[config.mk]
export PLATFORM = sky130hd
export DESIGN_NAME = sample_packer
export DESIGN_NICKNAME = d
export VERILOG_FILES = /design/src/rtl/sample_packer.sv
export SDC_FILE = /design/constraint.sdc
export NUM_CORES = 1
export LEC_CHECK = 0
export BUFFER_PORTS_ARGS = -buffer_cell sky130_fd_sc_hd__buf_2
export CAP_MARGIN = 20
export CORE_UTILIZATION = 35
export CTS_BUF_LIST = sky130_fd_sc_hd__clkbuf_8
export DETAILED_ROUTE_END_ITERATION = 10
export SETUP_SLACK_MARGIN = 0.3
export SLEW_MARGIN = 20
export SYNTH_ARGS = -nofsm -noshare
export SYNTH_HDL_FRONTEND = slang
export SYNTH_SLANG_ARGS = --single-unit
export TNS_END_PERCENT = 30
[constraint.sdc]
create_clock -name clk -period 6.2 [get_ports clk]
set_input_delay 0.62 -clock clk [delete_from_list [all_inputs] [get_ports clk]]
set_output_delay 0.62 -clock clk [all_outputs]
set_load 0.005 [all_outputs]
[src/rtl/sample_packer.sv]
// Packs 2-bit I/Q samples from one, two or four channels into 16-bit words,
// with integer decimation, shadowed configuration and a counter test pattern.
module sample_packer (
    input  logic        clk,
    input  logic        reset,
    input  logic [3:0]  ch1_s,
    input  logic [3:0]  ch2_s,
    input  logic [3:0]  ch3_s,
    input  logic [3:0]  ch4_s,
    input  logic        enable,
    input  logic [1:0]  mode,
    input  logic [3:0]  decim,
    output logic [15:0] out_data,
    output logic        out_en,
    output logic        out_first
);

    logic        enable_q, enable_d;
    logic [1:0]  cmode_q, cmode_d;
    logic [3:0]  cdecim_q, cdecim_d;
    logic        first_pend_q, first_pend_d;
    logic [3:0]  dcnt_q, dcnt_d;
    logic [1:0]  fill_q, fill_d;
    logic [15:0] acc_q, acc_d;
    logic [15:0] tcnt_q, tcnt_d;
    logic [15:0] out_data_q, out_data_d;
    logic        out_en_q, out_en_d;
    logic        out_first_q, out_first_d;

    logic        rise;
    logic        cfg_diff;
    logic        copy;
    logic        accept;
    logic [1:0]  eff_mode;
    logic [3:0]  eff_decim;
    logic [15:0] packed_word;
    logic        last;

    always_comb begin
        rise      = enable & ~enable_q;
        cfg_diff  = (mode != cmode_q) || (decim != cdecim_q);
        copy      = enable & (rise | ((fill_q == 2'd0) & cfg_diff));
        // A shadow copy takes effect for the sample accepted on the same edge.
        eff_mode  = copy ? mode  : cmode_q;
        eff_decim = copy ? decim : cdecim_q;
        // The enabling edge only arms the datapath; its sample is never taken.
        accept    = enable & ~rise & (dcnt_q == 4'd0);

        packed_word = acc_q;
        last        = 1'b0;
        case (eff_mode)
            2'd0: begin
                packed_word = {acc_q[11:0], ch1_s};
                last        = (fill_q == 2'd3);
            end
            2'd1: begin
                packed_word = {acc_q[7:0], ch1_s, ch3_s};
                last        = fill_q[0];
            end
            2'd2: begin
                packed_word = {ch1_s, ch2_s, ch3_s, ch4_s};
                last        = 1'b1;
            end
            default: begin
                packed_word = tcnt_q;
                last        = 1'b1;
            end
        endcase
    end

    always_comb begin
        enable_d     = enable;
        cmode_d      = cmode_q;
        cdecim_d     = cdecim_q;
        first_pend_d = first_pend_q;
        dcnt_d       = dcnt_q;
        fill_d       = fill_q;
        acc_d        = acc_q;
        tcnt_d       = tcnt_q;
        out_data_d   = out_data_q;
        out_en_d     = 1'b0;
        out_first_d  = 1'b0;

        if (!enable) begin
            fill_d = 2'd0;
            dcnt_d = 4'd0;
            acc_d  = 16'd0;
        end else begin
            if (copy) begin
                cmode_d      = mode;
                cdecim_d     = decim;
                first_pend_d = 1'b1;
            end
            if (rise) begin
                tcnt_d = 16'd0;
                dcnt_d = 4'd0;
            end else if (accept) begin
                dcnt_d = eff_decim;
                if (eff_mode == 2'd3) begin
                    tcnt_d = tcnt_q + 16'd1;
                end else begin
                    acc_d  = packed_word;
                    fill_d = last ? 2'd0 : fill_q + 2'd1;
                end
                if (last) begin
                    out_data_d   = packed_word;
                    out_en_d     = 1'b1;
                    out_first_d  = first_pend_q | copy;
                    first_pend_d = 1'b0;
                end
            end else begin
                dcnt_d = dcnt_q - 4'd1;
            end
        end
    end

    always_ff @(posedge clk or posedge reset) begin
        if (reset) begin
            enable_q     <= 1'b0;
            cmode_q      <= 2'd0;
            cdecim_q     <= 4'd0;
            first_pend_q <= 1'b0;
            dcnt_q       <= 4'd0;
            fill_q       <= 2'd0;
            acc_q        <= 16'd0;
            tcnt_q       <= 16'd0;
            out_data_q   <= 16'd0;
            out_en_q     <= 1'b0;
            out_first_q  <= 1'b0;
        end else begin
            enable_q     <= enable_d;
            cmode_q      <= cmode_d;
            cdecim_q     <= cdecim_d;
            first_pend_q <= first_pend_d;
            dcnt_q       <= dcnt_d;
            fill_q       <= fill_d;
            acc_q        <= acc_d;
            tcnt_q       <= tcnt_d;
            out_data_q   <= out_data_d;
            out_en_q     <= out_en_d;
            out_first_q  <= out_first_d;
        end
    end

    assign out_data  = out_data_q;
    assign out_en    = out_en_q;
    assign out_first = out_first_q;

endmodule

# After elaboration in Yosys (flattened, before gate mapping)
# Cells that the tools add are included.
dict set report op_classes {
  addsub 3
  n_eq_ne 9
  mux 31
  n_bitwise 9
  reduce_logical 9
}
# op n
set ops {}
lappend ops {{$mux W12} 4}
lappend ops {{$mux W16} 3}
lappend ops {{$pmux W16 S3} 1}
lappend ops {{$add A16 B1 Y16 const B} 1}
lappend ops {{$mux W4} 4}
lappend ops {{$mux W1} 12}
lappend ops {{$mux W2} 6}
lappend ops {{$eq A2 B2 Y1 const B} 3}
lappend ops {{$reduce_and A3 Y1} 2}
lappend ops {{$and A1 B1 Y1} 5}
lappend ops {{$logic_not A2 Y1} 2}
lappend ops {{$logic_not A4 Y1} 1}
lappend ops {{$ne A2 B2 Y1 const B} 2}
lappend ops {{$ne A4 B4 Y1} 1}
lappend ops {{$reduce_and A4 Y1} 1}
lappend ops {{$reduce_bool A2 Y1} 2}
lappend ops {{$sub A4 B1 Y4 const B} 1}
lappend ops {{$add A2 B1 Y2 const B} 1}
lappend ops {{$eq A2 B1 Y1 const B} 1}
lappend ops {{$ne A2 B1 Y1 const B} 1}
lappend ops {{$ne A2 B2 Y1} 1}
lappend ops {{$not A1 Y1} 2}
lappend ops {{$or A1 B1 Y1} 2}
lappend ops {{$pmux W1 S2} 1}
lappend ops {{$logic_or A1 B1 Y1} 1}
dict set report word_totals {
  reg_bits 60
  inputBits 25
  output_inout_bits 18
  word_cells 72
}

# Logic depth before layout (Yosys ltp)
dict set report depth {
  depth_word 13
  depth_mapped 11
  mapped_depth_nobuf 9
}

# Worst setup path after synthesis
# No wires, ideal clock.
dict set report synth_path {
  kind {in2reg}
  start {input port mode[1]}
  end {register tcnt_q[5]}
  setup_ns 0.132
  arrival_time_ns 1.995
  required_time_ns 6.068
  slack_ns 4.073
  stages 8
  path_buffers 2
  path_cell_list {buf_2 -> and3_1 -> nand3_1 -> o211a_2 -> buf_2 -> a2111oi_2 -> xnor2_1 -> nor2_1}
}
dict set report synth_between {
  elab_chain_len 9
}
# element line
set synth_lines {}
lappend synth_lines {{start: declaration} 11} ;# input logic [1:0] mode,
lappend synth_lines {{$ne A2 B2 Y1} 41} ;# cfg_diff = (mode != cmode_q) || (decim != cdecim_q);
lappend synth_lines {{$logic_or A1 B1 Y1} 41}
lappend synth_lines {{$and A1 B1 Y1} 42} ;# copy = enable & (rise | ((fill_q == 2'd0) & cfg_diff));
lappend synth_lines {{$or A1 B1 Y1} 42}
lappend synth_lines {{$and A1 B1 Y1} 42}
lappend synth_lines {{$mux W2 *} n/a}
lappend synth_lines {{$eq A2 B2 Y1 *} 99} ;# if (eff_mode == 2'd3) begin
lappend synth_lines {{$reduce_bool A2 Y1 (no source line) *} n/a}
lappend synth_lines {{$reduce_and A3 Y1 (no source line) *} n/a}
lappend synth_lines {{end signal: assignment} 138} ;# tcnt_q <= tcnt_d;
lappend synth_lines {{end: declaration} 25} ;# logic [15:0] tcnt_q, tcnt_d;
# Every way passes the cells marked *; elsewhere a longest branch is shown, timed or not.
# A chain may end at the register's enable or synchronous reset.

# Worst setup path in the final report
dict set report layout_path {
  start {register fill_q[0]}
  end {register out_data_q[13] (netlist: out_data[13])}
}
dict set report layout_between {
  elab_chain_len 8
  elab_cells_between_ends 12
  classes_between {eq/ne (3); mux (3); bitwise (3); reduce/logical (3)}
}
# element line
set layout_lines {}
lappend layout_lines {{start: declaration} 23} ;# logic [1:0] fill_q, fill_d;
lappend layout_lines {{start signal: assignment} 136} ;# fill_q <= fill_d;
lappend layout_lines {{$logic_not A2 Y1} 42}
lappend layout_lines {{$and A1 B1 Y1} 42}
lappend layout_lines {{$or A1 B1 Y1} 42}
lappend layout_lines {{$and A1 B1 Y1} 42}
lappend layout_lines {{$mux W2} n/a}
lappend layout_lines {{$eq A2 B1 Y1 / $logic_not A2 Y1 (equally long branches)} 51} ;# case (eff_mode)
lappend layout_lines {{$pmux W1 S2} 51}
lappend layout_lines {{$reduce_and A4 Y1 (no source line)} n/a}
lappend layout_lines {{end signal: assignment} 139} ;# out_data_q <= out_data_d;
lappend layout_lines {{end: declaration} 26} ;# logic [15:0] out_data_q, out_data_d;
# Parallel ways exist; a longest one is shown, timed or not.

==> flow_summary.yaml <==
detailed_routing:
  drt_first_pass_iters: 9
  ant_nets: 0
  wire_per_inst_um: 16.5
  drt_wl_total_um: 8100
  vias_per_cell: 5.38
  drc: 1
  dr_total_vias: 2645
  dr.first_iter.drc_count: 160
timing:
  clock-skew-final_ns: 0.00896
  fin_crit_sh_pct: 48.6
  hold_violations: 0
  finalCriticalPeriod_ns: 3.01
  fmax_ghz: 0.332
  relSlewSlack_pct: 38.5
  rsz0062_at_grt: "false"
  setup_viol: 0
  tns_ns: 0
  drv_slew: 0
  worst_slack_ns: 3.19
  tightest_slew_ns: 0.920
outcome:
  status: "finished with violations"
  violations: "design-rule violations"
synthesis:
  synthTopCellsByArea: "dfrtp_1, o21ai_0, xnor2_1, mux2_2, nand2_1"
  yosys_register_bits: 60
  synth_top_area_cell: "dfrtp_1"
  synth_area_um2: 3260
  synth-edff-count: 0
  syn_area_per_cell_um2: 9.50
  yosysUniqueCellTypes: 45
  synthCells: 343
  async_flop_share_pct: 100
  yosysSeqAreaShare_pct: 46.1
  synth_top_area_share_pct: 46.1
  yosys_warnings: 0
  synth_nets: 372
  synth_ff_type: "dfrtp_1"
clock_tree:
  clk_path_buf_depth: 2
  clock-sinks: 60
  cts_max_level: 3
  postCtsHoldBufs: 0
  numCtsBuffers: 9
  root_buffer: "clkbuf_8"
  post-cts-setup-buffers: 0
  clkTransAtPathRegs_ns: 0.07
  insertion_delay_ns: 0.35
  cts_tree: "built"
  cts_resized: 0
place:
  place_ws_ns: 2.97
  io_buffers: 42
  dp_hpwl_um: 5830
  gp_congestion: 0.784
finish:
  utilization_pct: 42.4
  syn_to_final_growth_pct: 15.2
  register_area_um2: 1500
  drive_gt1_share_pct: 23.2
  nets: 408
  multi_input_area_um2: 1610
  final_common_cell: "dfrtp_1"
  final_cell_mix: "dfrtp_1, buf_2, nand2_1"
  antenna_cells: 0
  num-fill-cells: 889
global_routing:
  antenna_found_initial: 0
  use_met1_pct: 24.9
  grt_usage_pct: 18.2
  grt_pass1_vias: 2640
  grt_pass1_wl_um: 13600
  met3_usage_pct: 4.75
  top_usage_layer: "met2"
  grt-ovfl-total: 0
  grt_max_degree: 61
  met2_usage_pct: 28.1
worst_setup_path:
  cp_max_fo: 11
  critPathLaunch: "fill_q[0]"
  endpoint_kind: "flop"
  crit_type: "reg2reg"
  arrival_ns: 3.24
  cp.required_ns: 6.43
  critPathLaunchType: "flop"
  rr_startpoint: "fill_q[0]"
hold_path:
  hold_class: "in2async"
floorplanning:
  boundaryPins: 43
  die_w_um: 98.5
  dieArea_um2: 9700
  start_util_pct: 36.8
  chipHeight_um: 98.5
  rows: 34
  coreArea_um2: 8850
power_and_ir_drop:
  total_power_mw: 1.16
  p_leak_nw: 1.64
  powerDensity_nw_per_um2: 310
  peakVddDrop_v: 0.000165
run:
  cap_violations: 0
[path summary, 6_finish.rpt]
path / endpoint / slack, ns / cells after the start
worst min register to register: out_data[8] / 0.48 / 2
max in group asynchronous: out_data[10] / 5.18 / 3
min in group clk: out_data[8] / 0.48 / 2
worst max register to register: out_data[13] / 3.19 / 9
worst max-delay path: out_data[13] / 3.19 / 9
worst min-delay path: out_data[12] / 0.48 / 3
[state kept, by name, summed over array words and instances, names as in the netlist]
name,flops
out_data,16
tcnt_q,16
acc_q,12
cdecim_q,4
dcnt_q,4
cmode_q,2
fill_q,2
enable_q,1
first_pend_q,1
out_en,1
out_first,1
[report_power, final]
part | leakage [nW] | internal (mW) | switching (mW)
Clock | 0.117 | 0.234 | 0.155
Sequential | 0.788 | 0.461 | 0.0469
Combinational | 0.734 | 0.117 | 0.151
Total | 1.64 | 0.811 | 0.353
[worst max-delay path: stages (launching register included)]
cell	delay, ns
dfrtp_1	0.41
inv_1	0.06
ha_1	0.22
nand2b_1	0.20
and3_1	0.23
nor2_1	0.67
inv_1	0.42
mux4_2	0.53
nand2_1	0.10
nand2_1	0.06
[metal layers]
layer,part of all wire [%],wire [um]
met4,1.8,144
met2,45,3640
met5,0,0
met1,50,4010
met3,3.8,304
[per-stage QoR]
| step | instance area [um^2] | hold slack, ns | instances |
|---|---|---|---|
| 2_1_floorplan | 3260 | 0.449 | 343 |
| 3_3_place_gp | 3540 | 0.461 | 476 |
| 3_5_place_dp | 3540 | 0.470 | 476 |
| 4_1_cts | 3750 | 0.489 | 492 |
| 5_1_grt | 3750 | 0.511 | 492 |
| 6_report | 3750 | 0.482 | 492 |
[cell type report]
class	count	area share (%)
timing repair buffer	46	6.40
clock buffer	10	3.67
sequential	60	40.0
inverter	13	1.30
tap	108	3.60
multi-input combinational	249	43.0
clock inverter	6	2.10
[cells in the mapped netlist, types with 7 or more instances]
master / count
dfrtp_1: 60
nand2_1: 34
o21ai_0: 30
nor2_1: 26
nand3_1: 25
a21oi_1: 22
xnor2_1: 16
inv_1: 12
mux2_2: 12
buf_2: 10
clkbuf_1: 7
[logic make-up after synthesis]
family | count (synthesis) | share of synthesized area, %
and+or+nand+nor | 118 | 17.2
AOI/OAI and AO/OA | 91 | 19.1
DFF | 60 | 46.1
buffers and inverters | 34 | 4.42
muxes | 20 | 7.37
xor gates and xnor gates | 16 | 4.30
adders and majority gates | 4 | 1.54
Power figures use the tool's default switching activity.
